File: src/rtl/uart_pkg.sv
// Shared UART definitions: receiver FSM states, majority-vote phases and default baud constants.
package uart_pkg;

    typedef enum logic [2:0] {
        StIdle,
        StStart,
        StData,
        StParity,
        StStop
    } uart_rx_state_t;

    // 50 MHz system clock, 115200 baud, 16x oversampling.
    localparam int unsigned DEFAULT_OVERSAMPLE    = 16;
    localparam int unsigned DEFAULT_CLKS_PER_TICK = 27;

    function automatic int unsigned vote_first(input int unsigned oversample);
        return oversample / 2 - 1;
    endfunction

    function automatic int unsigned vote_mid(input int unsigned oversample);
        return oversample / 2;
    endfunction

    function automatic int unsigned vote_last(input int unsigned oversample);
        return oversample / 2 + 1;
    endfunction

endpackage

File: src/rtl/uart_baud_tick.sv
// Oversample tick divider: one-cycle tick every CLKS_PER_TICK clocks, held at zero by clear.
module uart_baud_tick #(
    parameter int unsigned CLKS_PER_TICK = 27
) (
    input  logic clk,
    input  logic rst,
    input  logic clear,
    output logic tick
);

    localparam int unsigned CW = $clog2(CLKS_PER_TICK);

    logic [CW-1:0] cnt_q, cnt_d;

    assign tick = (cnt_q == CW'(CLKS_PER_TICK - 1));

    always_comb begin
        cnt_d = cnt_q + 1'b1;
        if (clear || tick) begin
            cnt_d = '0;
        end
    end

    always_ff @(posedge clk) begin
        if (rst) begin
            cnt_q <= '0;
        end else begin
            cnt_q <= cnt_d;
        end
    end

endmodule

File: src/rtl/uart_rx_param.sv
// Parametrised oversampling UART receiver with ready/valid output, framing and overrun flags.
// Define UART_RX_PARITY_EN to add a parity bit after the data bits.
module uart_rx_param
    import uart_pkg::*;
#(
    parameter int unsigned DATA_BITS     = 8,
    parameter int unsigned OVERSAMPLE    = DEFAULT_OVERSAMPLE,
    parameter int unsigned CLKS_PER_TICK = DEFAULT_CLKS_PER_TICK,
    parameter int unsigned STOP_BITS     = 1,
    parameter bit          PARITY_ODD    = 1'b0
) (
    input  logic                 clk,
    input  logic                 rst,
    input  logic                 rxd,
    input  logic                 rx_en,
    output logic [DATA_BITS-1:0] dout,
    output logic                 dout_vld,
    input  logic                 dout_rdy,
    output logic                 frame_err,
    output logic                 parity_err,
    output logic                 overrun,
    output logic                 busy
);

    localparam int unsigned PW = $clog2(OVERSAMPLE);

    uart_rx_state_t state_q, state_d;
    logic rxd_meta_q, rxd_sync_q, rxd_prev_q, fall_q;
    logic [PW-1:0] phase_q, phase_d;
    logic [3:0] bit_cnt_q, bit_cnt_d;
    logic [1:0] samp_q, samp_d;
    logic [DATA_BITS-1:0] data_q, data_d, dout_q, dout_d;
    logic ferr_q, ferr_d, dout_vld_q, dout_vld_d, frame_err_q, frame_err_d, overrun_q;
    logic tick, at_first, at_mid, at_last, at_wrap, vote, deliver, deliver_ferr, load;
`ifdef UART_RX_PARITY_EN
    logic perr_q, perr_d, parity_err_q, parity_err_d;
`endif

    always_ff @(posedge clk) begin
        if (rst) begin
            rxd_meta_q <= 1'b1;
            rxd_sync_q <= 1'b1;
            rxd_prev_q <= 1'b1;
            fall_q     <= 1'b0;
        end else begin
            rxd_meta_q <= rxd;
            rxd_sync_q <= rxd_meta_q;
            rxd_prev_q <= rxd_sync_q;
            fall_q     <= rxd_prev_q & ~rxd_sync_q;
        end
    end

    uart_baud_tick #(
        .CLKS_PER_TICK(CLKS_PER_TICK)
    ) u_baud_tick (
        .clk  (clk),
        .rst  (rst),
        .clear(state_q == StIdle),
        .tick (tick)
    );

    assign at_first = tick && (phase_q == PW'(vote_first(OVERSAMPLE)));
    assign at_mid   = tick && (phase_q == PW'(vote_mid(OVERSAMPLE)));
    assign at_last  = tick && (phase_q == PW'(vote_last(OVERSAMPLE)));
    assign at_wrap  = tick && (phase_q == PW'(OVERSAMPLE - 1));
    assign vote     = (samp_q[0] & samp_q[1]) | (samp_q[0] & rxd_sync_q) |
                      (samp_q[1] & rxd_sync_q);

    always_comb begin
        state_d      = state_q;
        phase_d      = phase_q;
        bit_cnt_d    = bit_cnt_q;
        samp_d       = samp_q;
        data_d       = data_q;
        ferr_d       = ferr_q;
        deliver      = 1'b0;
        deliver_ferr = ferr_q | ~vote;
`ifdef UART_RX_PARITY_EN
        perr_d       = perr_q;
`endif
        if (tick) begin
            phase_d = at_wrap ? '0 : phase_q + 1'b1;
        end
        if (at_first) samp_d[0] = rxd_sync_q;
        if (at_mid)   samp_d[1] = rxd_sync_q;

        case (state_q)
            StIdle: begin
                phase_d   = '0;
                bit_cnt_d = '0;
                ferr_d    = 1'b0;
`ifdef UART_RX_PARITY_EN
                perr_d    = 1'b0;
`endif
                if (fall_q && rx_en) state_d = StStart;
            end
            StStart: begin
                if (at_last && vote) begin
                    state_d = StIdle;
                end else if (at_wrap) begin
                    state_d = StData;
                end
            end
            StData: begin
                if (at_last) data_d = {vote, data_q[DATA_BITS-1:1]};
                if (at_wrap) begin
                    if (bit_cnt_q == 4'(DATA_BITS - 1)) begin
                        bit_cnt_d = '0;
`ifdef UART_RX_PARITY_EN
                        state_d   = StParity;
`else
                        state_d   = StStop;
`endif
                    end else begin
                        bit_cnt_d = bit_cnt_q + 4'd1;
                    end
                end
            end
`ifdef UART_RX_PARITY_EN
            StParity: begin
                if (at_last) perr_d = vote ^ (^data_q) ^ PARITY_ODD;
                if (at_wrap) state_d = StStop;
            end
`endif
            StStop: begin
                if (at_last) begin
                    ferr_d = deliver_ferr;
                    // Leave at mid-bit of the last stop so the next start edge is caught.
                    if (bit_cnt_q == 4'(STOP_BITS - 1)) begin
                        deliver = 1'b1;
                        state_d = StIdle;
                    end
                end
                if (at_wrap) bit_cnt_d = bit_cnt_q + 4'd1;
            end
            default: state_d = StIdle;
        endcase

        if (!rx_en) begin
            state_d = StIdle;
            deliver = 1'b0;
        end
    end

    assign load = deliver && (!dout_vld_q || dout_rdy);

    always_comb begin
        dout_d      = dout_q;
        frame_err_d = frame_err_q;
        dout_vld_d  = dout_vld_q;
`ifdef UART_RX_PARITY_EN
        parity_err_d = parity_err_q;
`endif
        if (dout_vld_q && dout_rdy) dout_vld_d = 1'b0;
        if (load) begin
            dout_d      = data_q;
            frame_err_d = deliver_ferr;
            dout_vld_d  = 1'b1;
`ifdef UART_RX_PARITY_EN
            parity_err_d = perr_q;
`endif
        end
    end

    always_ff @(posedge clk) begin
        if (rst) begin
            state_q     <= StIdle;
            phase_q     <= '0;
            bit_cnt_q   <= '0;
            samp_q      <= '0;
            data_q      <= '0;
            ferr_q      <= 1'b0;
            dout_q      <= '0;
            dout_vld_q  <= 1'b0;
            frame_err_q <= 1'b0;
            overrun_q   <= 1'b0;
        end else begin
            state_q     <= state_d;
            phase_q     <= phase_d;
            bit_cnt_q   <= bit_cnt_d;
            samp_q      <= samp_d;
            data_q      <= data_d;
            ferr_q      <= ferr_d;
            dout_q      <= dout_d;
            dout_vld_q  <= dout_vld_d;
            frame_err_q <= frame_err_d;
            overrun_q   <= deliver && !load;
        end
    end

`ifdef UART_RX_PARITY_EN
    always_ff @(posedge clk) begin
        if (rst) begin
            perr_q       <= 1'b0;
            parity_err_q <= 1'b0;
        end else begin
            perr_q       <= perr_d;
            parity_err_q <= parity_err_d;
        end
    end
    assign parity_err = parity_err_q;
`else
    logic unused_parity_odd;
    assign unused_parity_odd = PARITY_ODD;
    assign parity_err = 1'b0;
`endif

    assign dout      = dout_q;
    assign dout_vld  = dout_vld_q;
    assign frame_err = frame_err_q;
    assign overrun   = overrun_q;
    assign busy      = (state_q != StIdle);

endmodule

File: config.mk
export PLATFORM = sky130hd
export DESIGN_NAME = uart_rx_param
export DESIGN_NICKNAME = d
export VERILOG_FILES = /design/src/rtl/uart_pkg.sv /design/src/rtl/uart_baud_tick.sv /design/src/rtl/uart_rx_param.sv
export SDC_FILE = /design/constraint.sdc
export NUM_CORES = 1
export LEC_CHECK = 0
export CAP_MARGIN = 30
export CORE_ASPECT_RATIO = 1.25
export CORE_MARGIN = 2
export CORE_UTILIZATION = 30
export CTS_CLUSTER_SIZE = 25
export DETAILED_ROUTE_END_ITERATION = 8
export PLACE_DENSITY = 0.56
export SETUP_SLACK_MARGIN = 0.4
export SKIP_CTS_REPAIR_TIMING = 1
export SLEW_MARGIN = 20
export SYNTH_ARGS = -nofsm -noshare
export SYNTH_HDL_FRONTEND = slang
export SYNTH_SLANG_ARGS = --single-unit
File: constraint.sdc
create_clock -name clk -period 2.75 [get_ports clk]
set_input_delay 0.4125 -clock clk [delete_from_list [all_inputs] [get_ports clk]]
set_output_delay 0.4125 -clock clk [all_outputs]
set_load 0.005 [all_outputs]
### Word level (Yosys, flattened, before mapping)

Cells that the tools add are included.

* output and inout port bits: 13
* register bits after elaboration: 42
* word-level logic and storage cells: 92
* input port bits: 5

* multiplexer cells: 21
* add/subtract/negate cells: 3
* reductions and logical operators: 26
* bitwise operators: 10
* equality and inequality tests: 16

Operator list (count)
* $mux 3: 7
* $mux 4: 4
* $eq 4x4->1 const B: 3
* $ne 2x2->1 const B: 6
* $pmux 3 s4: 1
* $pmux 4 s3: 1
* $logic_and 1x1->1: 9
* $add 4x1->4 const B: 2
* $eq 4x3->1 const B: 2
* $mux 1: 7
* $reduce_and 6->1: 1
* $reduce_bool 3->1: 2
* $reduce_or 2->1: 3
* $add 5x1->5 const B: 1
* $eq 5x5->1 const B: 1
* $and 1x1->1: 4
* $logic_not 4->1: 1
* $reduce_and 2->1: 2
* $reduce_bool 2->1: 2
* $eq 3x1->1 const B: 1
* $eq 3x2->1 const B: 1
* $eq 3x3->1 const B: 1
* $logic_not 3->1: 1
* $ne 3x3->1 const B: 1
* 6 further kinds: 12

### Longest topological paths before layout

Gate-level depths: netlist of run 1.

* depth in word-level cells: 8
* gate-level depth with buffers: 9
* gate-level depth less buffers: 7

### Hierarchy

A second synthesis of run 1 with hierarchy kept.

* cells, all modules: 211
* area, all modules: 1908.1 um^2

By module, submodules not included
* uart_rx_param: area an instance 1702.9 um^2, instances 1, cells an instance 191, sequential area each 740.7 um^2
* uart_baud_tick: area an instance 205.2 um^2, instances 1, cells an instance 20, sequential area each 100.1 um^2

### Worst setup path after synthesis of run 1

No wires, ideal clock.

* kind: register to register
* start: register u_baud_tick.cnt_q[0]
* end: register state_q[0]
* cell stages (with the launch flop): 9
* setup time: 0.072 ns
* arrival time: 1.597 ns
* required time: 2.678 ns
* setup slack: 1.081 ns
* cells stage by stage: dfxtp_1 -> inv_1 -> ha_1 -> and4b_1 -> buf_6 -> and2_4 -> a31oi_2 -> a211oi_2 -> mux2i_1

* word-level cells in the longest chain between the ends: 5

Ends and longest elaborated chain
* start: declaration: line uart_baud_tick.sv:13 `logic [CW-1:0] cnt_q, cnt_d;`
* start signal: assignment: line uart_baud_tick.sv:28 `cnt_q <= cnt_d;`
* $eq 5x5->1 *: line uart_baud_tick.sv:15 `assign tick = (cnt_q == CW'(CLKS_PER_TICK - 1));`
* $logic_and 1x1->1: line uart_rx_param.sv:64 `assign at_last = tick && (phase_q == PW'(vote_last(OVERSAMPLE)));`
* $logic_and 1x1->1: line uart_rx_param.sv:98 `if (at_last && vote) begin`
* $ne 3x3->1 (no source line) or $mux 3 (tied branches)
* $reduce_and 6->1 (no source line) or $pmux 3 s4 (tied branches)
* end signal: assignment: line uart_rx_param.sv:167 `state_q <= StIdle;`
* end signal: assignment: line uart_rx_param.sv:178 `state_q <= state_d;`
* end: declaration: line uart_rx_param.sv:27 `uart_rx_state_t state_q, state_d;`

Every way passes the cells marked *; elsewhere a longest branch is shown, timed or not.
A chain may end at the register's enable or synchronous reset.

### Worst setup path after layout of run 1

* start: register state_q[0]
* end: output port busy

* word-level cells in the longest chain between the ends: 1

Ends and longest elaborated chain
* $reduce_bool 3->1: line uart_rx_param.sv:212 `assign busy = (state_q != StIdle);`
* end: declaration: line uart_rx_param.sv:22 `output logic busy`

Every way passes these cells.

==> reports/results.ini, run 1 <==
[die]
core_mm2=0.00621
start_util=0.313
num_rows=32
dieArea_mm2=0.00715
die_h_um=94.0
die-width_um=76.0
io_pins=18

[synth]
yosys_warnings=0
yosys-top-cells-area=dfxtp_1 (43%), mux2i_1 (11%), nor2_1 (6.4%)
synth_compound_area_frac=0.0663
synth_top_family_by_area=simple AND/OR/NAND/NOR gates
synth-edff-count=0
yosys.area_share.adder=0.0560
synth_seq_area_share=0.432
syn-num-nets=219
synth_area_mm2=0.00194
synth.distinct_cells=46
ys.flop_type=dfxtp_1
synthArstFlopShare=0
yosys.area_share.simple=0.264
synthMuxAreaShare=0.108
synth_top_area_frac=0.432
syn_avg_cell_area_um2=9.39
synth_area_leader_cell=dfxtp_1
synth_cells=207
synth-xor-area-share=0.0225
synth_seq_cells=42

[power]
p_per_area_mw_per_mm2=496
irDropWorstVdd_mv=0.343
power.leakage_nw=0.830

[clock_tree]
cts_sinks=42
cts_buffer_depth=2
cts_tree=done
cts-root-buf=clkbuf_8
htree_num_levels=2
worstSkewPairLatency_ns=0.29
clk_pin_slew_ns=0.09
numCtsBuffers=5

[route]
num_vias=1384
vias_per_cell=4.48
ant_nets=0
wl_per_cell_um=11.7
drc=0
first_pass_iters=4
wl_um=3600
drt-initial-drc-count=78

[setup_path]
r2r_slack_ns=0.82
reg2reg_from=u_baud_tick.cnt_q[0]
critPathKind=reg2out
start_kind=flop
path_max_fanout=12
cp.arrival_ns=1.79
reg2reg_depth=7
endpoint_kind=output port
required_ns=2.34
rr_endpoint=state_q[0]

[layout]
final_common_cell=dfxtp_1
synthToLayoutAreaGrowth_pct=17.4
nFillCells=648
drive_above_1_share=0.121
layout_common_cells=dfxtp_1 (42), nor2_1 (33), mux2i_1 (21), clkdlybuf4s50_1 (16), nand2_1 (13)
fin_nets=235
antenna_cells=0

[sta]
rsz0062_at_grt=false
tns_ns=0
min_period_ns=2.20
skew_ns=0.00790
drv_slew=0
max_freq_mhz=454
whs_ns=0.414
period_share=0.801
finalHoldViolations=0
setup_viol=0

[placed_design]
gp_congestion=0.831
port_buffers=16
dp_hpwl_um=2570

[flow_run]
maxCapViolCount=0

[global_routing]
grt_pass1_vias=1381
antenna_found_initial=0
grt_max_degree=30
grt_overflow=0
grt_pass1_wl_um=6480
grtUsageTotal=0.114

[hold_path]
holdPathEnd=fall_q
worstHoldStart=rxd_prev_q
min_path_cells=2
hold_path_class=reg2reg

[outcome]
outcome=completed

[per-stage QoR]
stage	setup slack (ns)	power [mW]	utilization	area, µm²	std cells
floorplan	1.08	0.641	-	1940	207
CTS	0.526	1.15	0.368	2280	309
global route	0.429	1.19	0.368	2280	309
detailed placement	0.702	0.651	0.350	2170	301
finish	0.548	1.13	0.368	2280	309
global placement	0.724	0.651	0.350	2170	301
[sequential cells by signal (all words and copies together) (netlist names)]
signal,cells
data_q,8
dout,8
u_baud_tick.cnt_q,5
bit_cnt_q,4
phase_q,4
state_q,3
samp_q,2
dout_vld,1
fall_q,1
ferr_q,1
frame_err,1
overrun,1
rxd_meta_q,1
rxd_prev_q,1
rxd_sync_q,1
[cells in the mapped netlist (2+ instances only)]
master    number
inv_1         10
nor3b_1        2
a31oi_1        2
buf_2          3
nor3_1         7
buf_6          2
nand3_1        6
or2_2          3
ha_1           7
nand2b_1       6
a21oi_1        9
dfxtp_1       42
nand2_1       13
clkbuf_1       3
nor2b_1        4
xnor2_1        2
mux2i_1       21
o21ai_0        3
xor2_1         3
nor2_1        33
[worst max path at each step]
stage,startpoint,to,slack (ns),cells after the start
after detailed placement,rx_en,dout[6],0.70,7
final,state_q[0],busy,0.55,3
after global placement,rx_en,dout[0],0.72,7
after CTS,state_q[0],busy,0.53,3
after floorplan,u_baud_tick.cnt_q[0],state_q[0],1.08,8
after global routing,state_q[0],busy,0.43,3
[metal layers]
layer  up-vias  global-route usage  share of wire
met5         -                   0              0
met4         0              0.0545          0.022
met3         7              0.0240          0.036
met2        20               0.193           0.47
met1       632               0.137           0.47
li1        725                   -              -
[cells by family (layout without fill, tap and decap cells)]
family	after synthesis	count (layout)
simple gates	90	90
flops	42	42
mux	21	21
compound gates	20	20
buf+inv	19	36
fa+ha+maj	9	9
xor+xnor	5	5
other cells	1	1
[cell type report]
| type | count | area [µm²] | area share |
|---|---|---|---|
| Clock inverter | 3 | 45.0 | 0.0197 |
| Inverter | 10 | 37.5 | 0.0164 |
| Tap cell | 85 | 106 | 0.0466 |
| Timing Repair Buffer | 18 | 175 | 0.0767 |
| Sequential cell | 42 | 841 | 0.368 |
| Clock buffer | 5 | 68.8 | 0.0301 |
| Multi-Input combinational cell | 146 | 1010 | 0.442 |
[where the power goes]
part | switching [mW] | internal [mW]
clock | 0.226 | 0.270
combinational | 0.0129 | 0.0114
sequential | 0.00198 | 0.610
[worst max-delay path, cell delays in order, from the launching register on]
cell             delay, ns
dfxtp_1               0.45
nor3_1                0.42
inv_1                 0.15
clkdlybuf4s50_1       0.47
Note: power is estimated with default switching activity, not from simulation.
==> run 2: changes to the inputs <==
==> constraint.sdc (replaced) <==
create_clock -name clk -period 2.05 [get_ports clk]
set_input_delay 0.3075 -clock clk [delete_from_list [all_inputs] [get_ports clk]]
set_output_delay 0.3075 -clock clk [all_outputs]
set_load 0.005 [all_outputs]
==> run 2 against run 1 <==
  * First-iteration DRC count up 19%
  * Global-route usage decreased by 0.11 points
  * Setup slack got worse by 0.21 ns
  * Highest routed layer unchanged
  * Clock-buffer cell count unchanged
  * Hold slack better by 0.0035 ns
  * Final area is 9.8% higher
==> reports/results.ini, run 2 (synthesized netlist as in run 1, its figures left out) <==
[sta]
min_period_ns=1.71
max_freq_mhz=584
setup_viol=0  ; unchanged
tns_ns=0  ; unchanged
drv_slew=0  ; unchanged
period_share=0.835
skew_ns=0.00348  ; -0.00442 ns
finalHoldViolations=0  ; unchanged
whs_ns=0.417  ; +0.00347 ns
rsz0062_at_grt=true

[power]
p_per_area_mw_per_mm2=555  ; +12%
irDropWorstVdd_mv=0.377  ; +9.8%
power.leakage_nw=0.934  ; +13%

[die]
core_mm2=0.00621  ; unchanged
io_pins=18  ; unchanged
dieArea_mm2=0.00715  ; unchanged
start_util=0.313  ; unchanged
num_rows=32  ; unchanged
die_h_um=94.0  ; unchanged
die-width_um=76.0  ; unchanged

[layout]
multi_input_area_mm2=0.00112  ; +11%
antenna_cells=0  ; unchanged
drive_above_1_share=0.243  ; +0.122
regArea_um2=856  ; +1.8%
layout_common_cells=dfxtp_1 (36), nor2_1 (32), mux2i_1 (21), clkdlybuf4s50_1 (15), nand2_1 (13)
nFillCells=608  ; -6.2%
final_common_cell=dfxtp_1
synthToLayoutAreaGrowth_pct=28.9
fin_nets=246  ; +4.7%

[setup_path]
critPathKind=reg2reg
cp_slowest_cell=dfxtp_4
worstPathCellList=inv_4, ha_4, and4b_2, and2_4, nand3_4, a211oi_4, mux2i_1
required_ns=2.27  ; -0.07 ns
path_max_fanout=6  ; -6
cp.arrival_ns=1.93  ; +0.14 ns
critPathMaxStageDelay_ns=0.37  ; -0.10 ns
start_kind=flop
endpoint_kind=flop

[clock_tree]
htree_num_levels=2  ; unchanged
cts_tree=done
worstSkewPairLatency_ns=0.29  ; about the same
cts-root-buf=clkbuf_8
cts_buffer_depth=2  ; unchanged
clk_pin_slew_ns=0.08  ; about the same
cts_sinks=42  ; unchanged
numCtsBuffers=5  ; unchanged

[outcome]
outcome=completed

[route]
wl_per_cell_um=12.4  ; +6.7%
drt-initial-drc-count=93  ; +19%
wl_um=3980  ; +10%
first_pass_iters=4  ; unchanged
ant_nets=0  ; unchanged
num_vias=1448  ; +4.6%
drc=0  ; unchanged
vias_per_cell=4.53  ; +1.0%

[global_routing]
grtUsageTotal=0.113  ; -0.00106
antenna_found_initial=0  ; unchanged
grt_overflow=0  ; unchanged
grt_pass1_vias=1441  ; +4.3%
grt_pass1_wl_um=6450  ; -0.43%
grt_max_degree=26  ; -13%

[hold_path]
hold_path_class=reg2reg

[flow_run]
maxCapViolCount=0  ; unchanged

[placed_design]
port_buffers=16  ; unchanged
dp_hpwl_um=2670  ; +3.8%
gp_congestion=0.761  ; -8.5%

[run 2: final cells by class]
type | instances | area share
multi-input combinational | 146 | 0.447
sequential | 42 | 0.341
timing repair buffer | 29 | 0.117
tap | 85 | 0.0424
clock buffer | 5 | 0.0275
inverter | 10 | 0.0160
clock inverter | 3 | 0.00849
[run 2: where the power goes]
group          switching, mW  internal [mW]
logic                 0.0196         0.0172
clock network          0.299          0.239
registers            0.00188          0.814
total                  0.320           1.07
[run 2: worst paths after layout]
check	startpoint	end	slack [ns]	cells past startpoint
setup / recovery	u_baud_tick.cnt_q[0]	state_q[1]	0.34	7
hold / removal	rxd_prev_q	fall_q	0.42	2
setup reg to reg	u_baud_tick.cnt_q[0]	state_q[1]	0.34	7
hold reg to reg	rxd_prev_q	fall_q	0.42	2
[run 2: through the flow]
stage               total power, mW  worst slack (ns)  area (µm²)  std cells  utilization
floorplan                     0.860             0.401        1950        207            -
global placement              0.875             0.146        2220        305        0.357
detailed placement            0.875             0.124        2220        305        0.357
CTS                            1.42             0.103        2310        313        0.372
global route                   1.45             0.233        2510        320        0.404
finish                         1.39             0.338        2510        320        0.404
[run 2: routing by layer]
metal  wire length, µm  vias up  track usage
li1                  -      744            -
met1              1760      674        0.124
met2              2010       24        0.198
met3               150        6       0.0337
met4                64        0       0.0545
met5                 0        -            0
[run 2: critical path, delay by kind of cell, from the launching register on]
kind | cells | cell delay (ns)
muxes | 1 | 0.20
adders and majority gates | 1 | 0.13
AOI/OAI and AO/OA | 1 | 0.26
and+or+nand+nor | 3 | 0.63
DFF | 1 | 0.37
buffers and inverters | 1 | 0.05
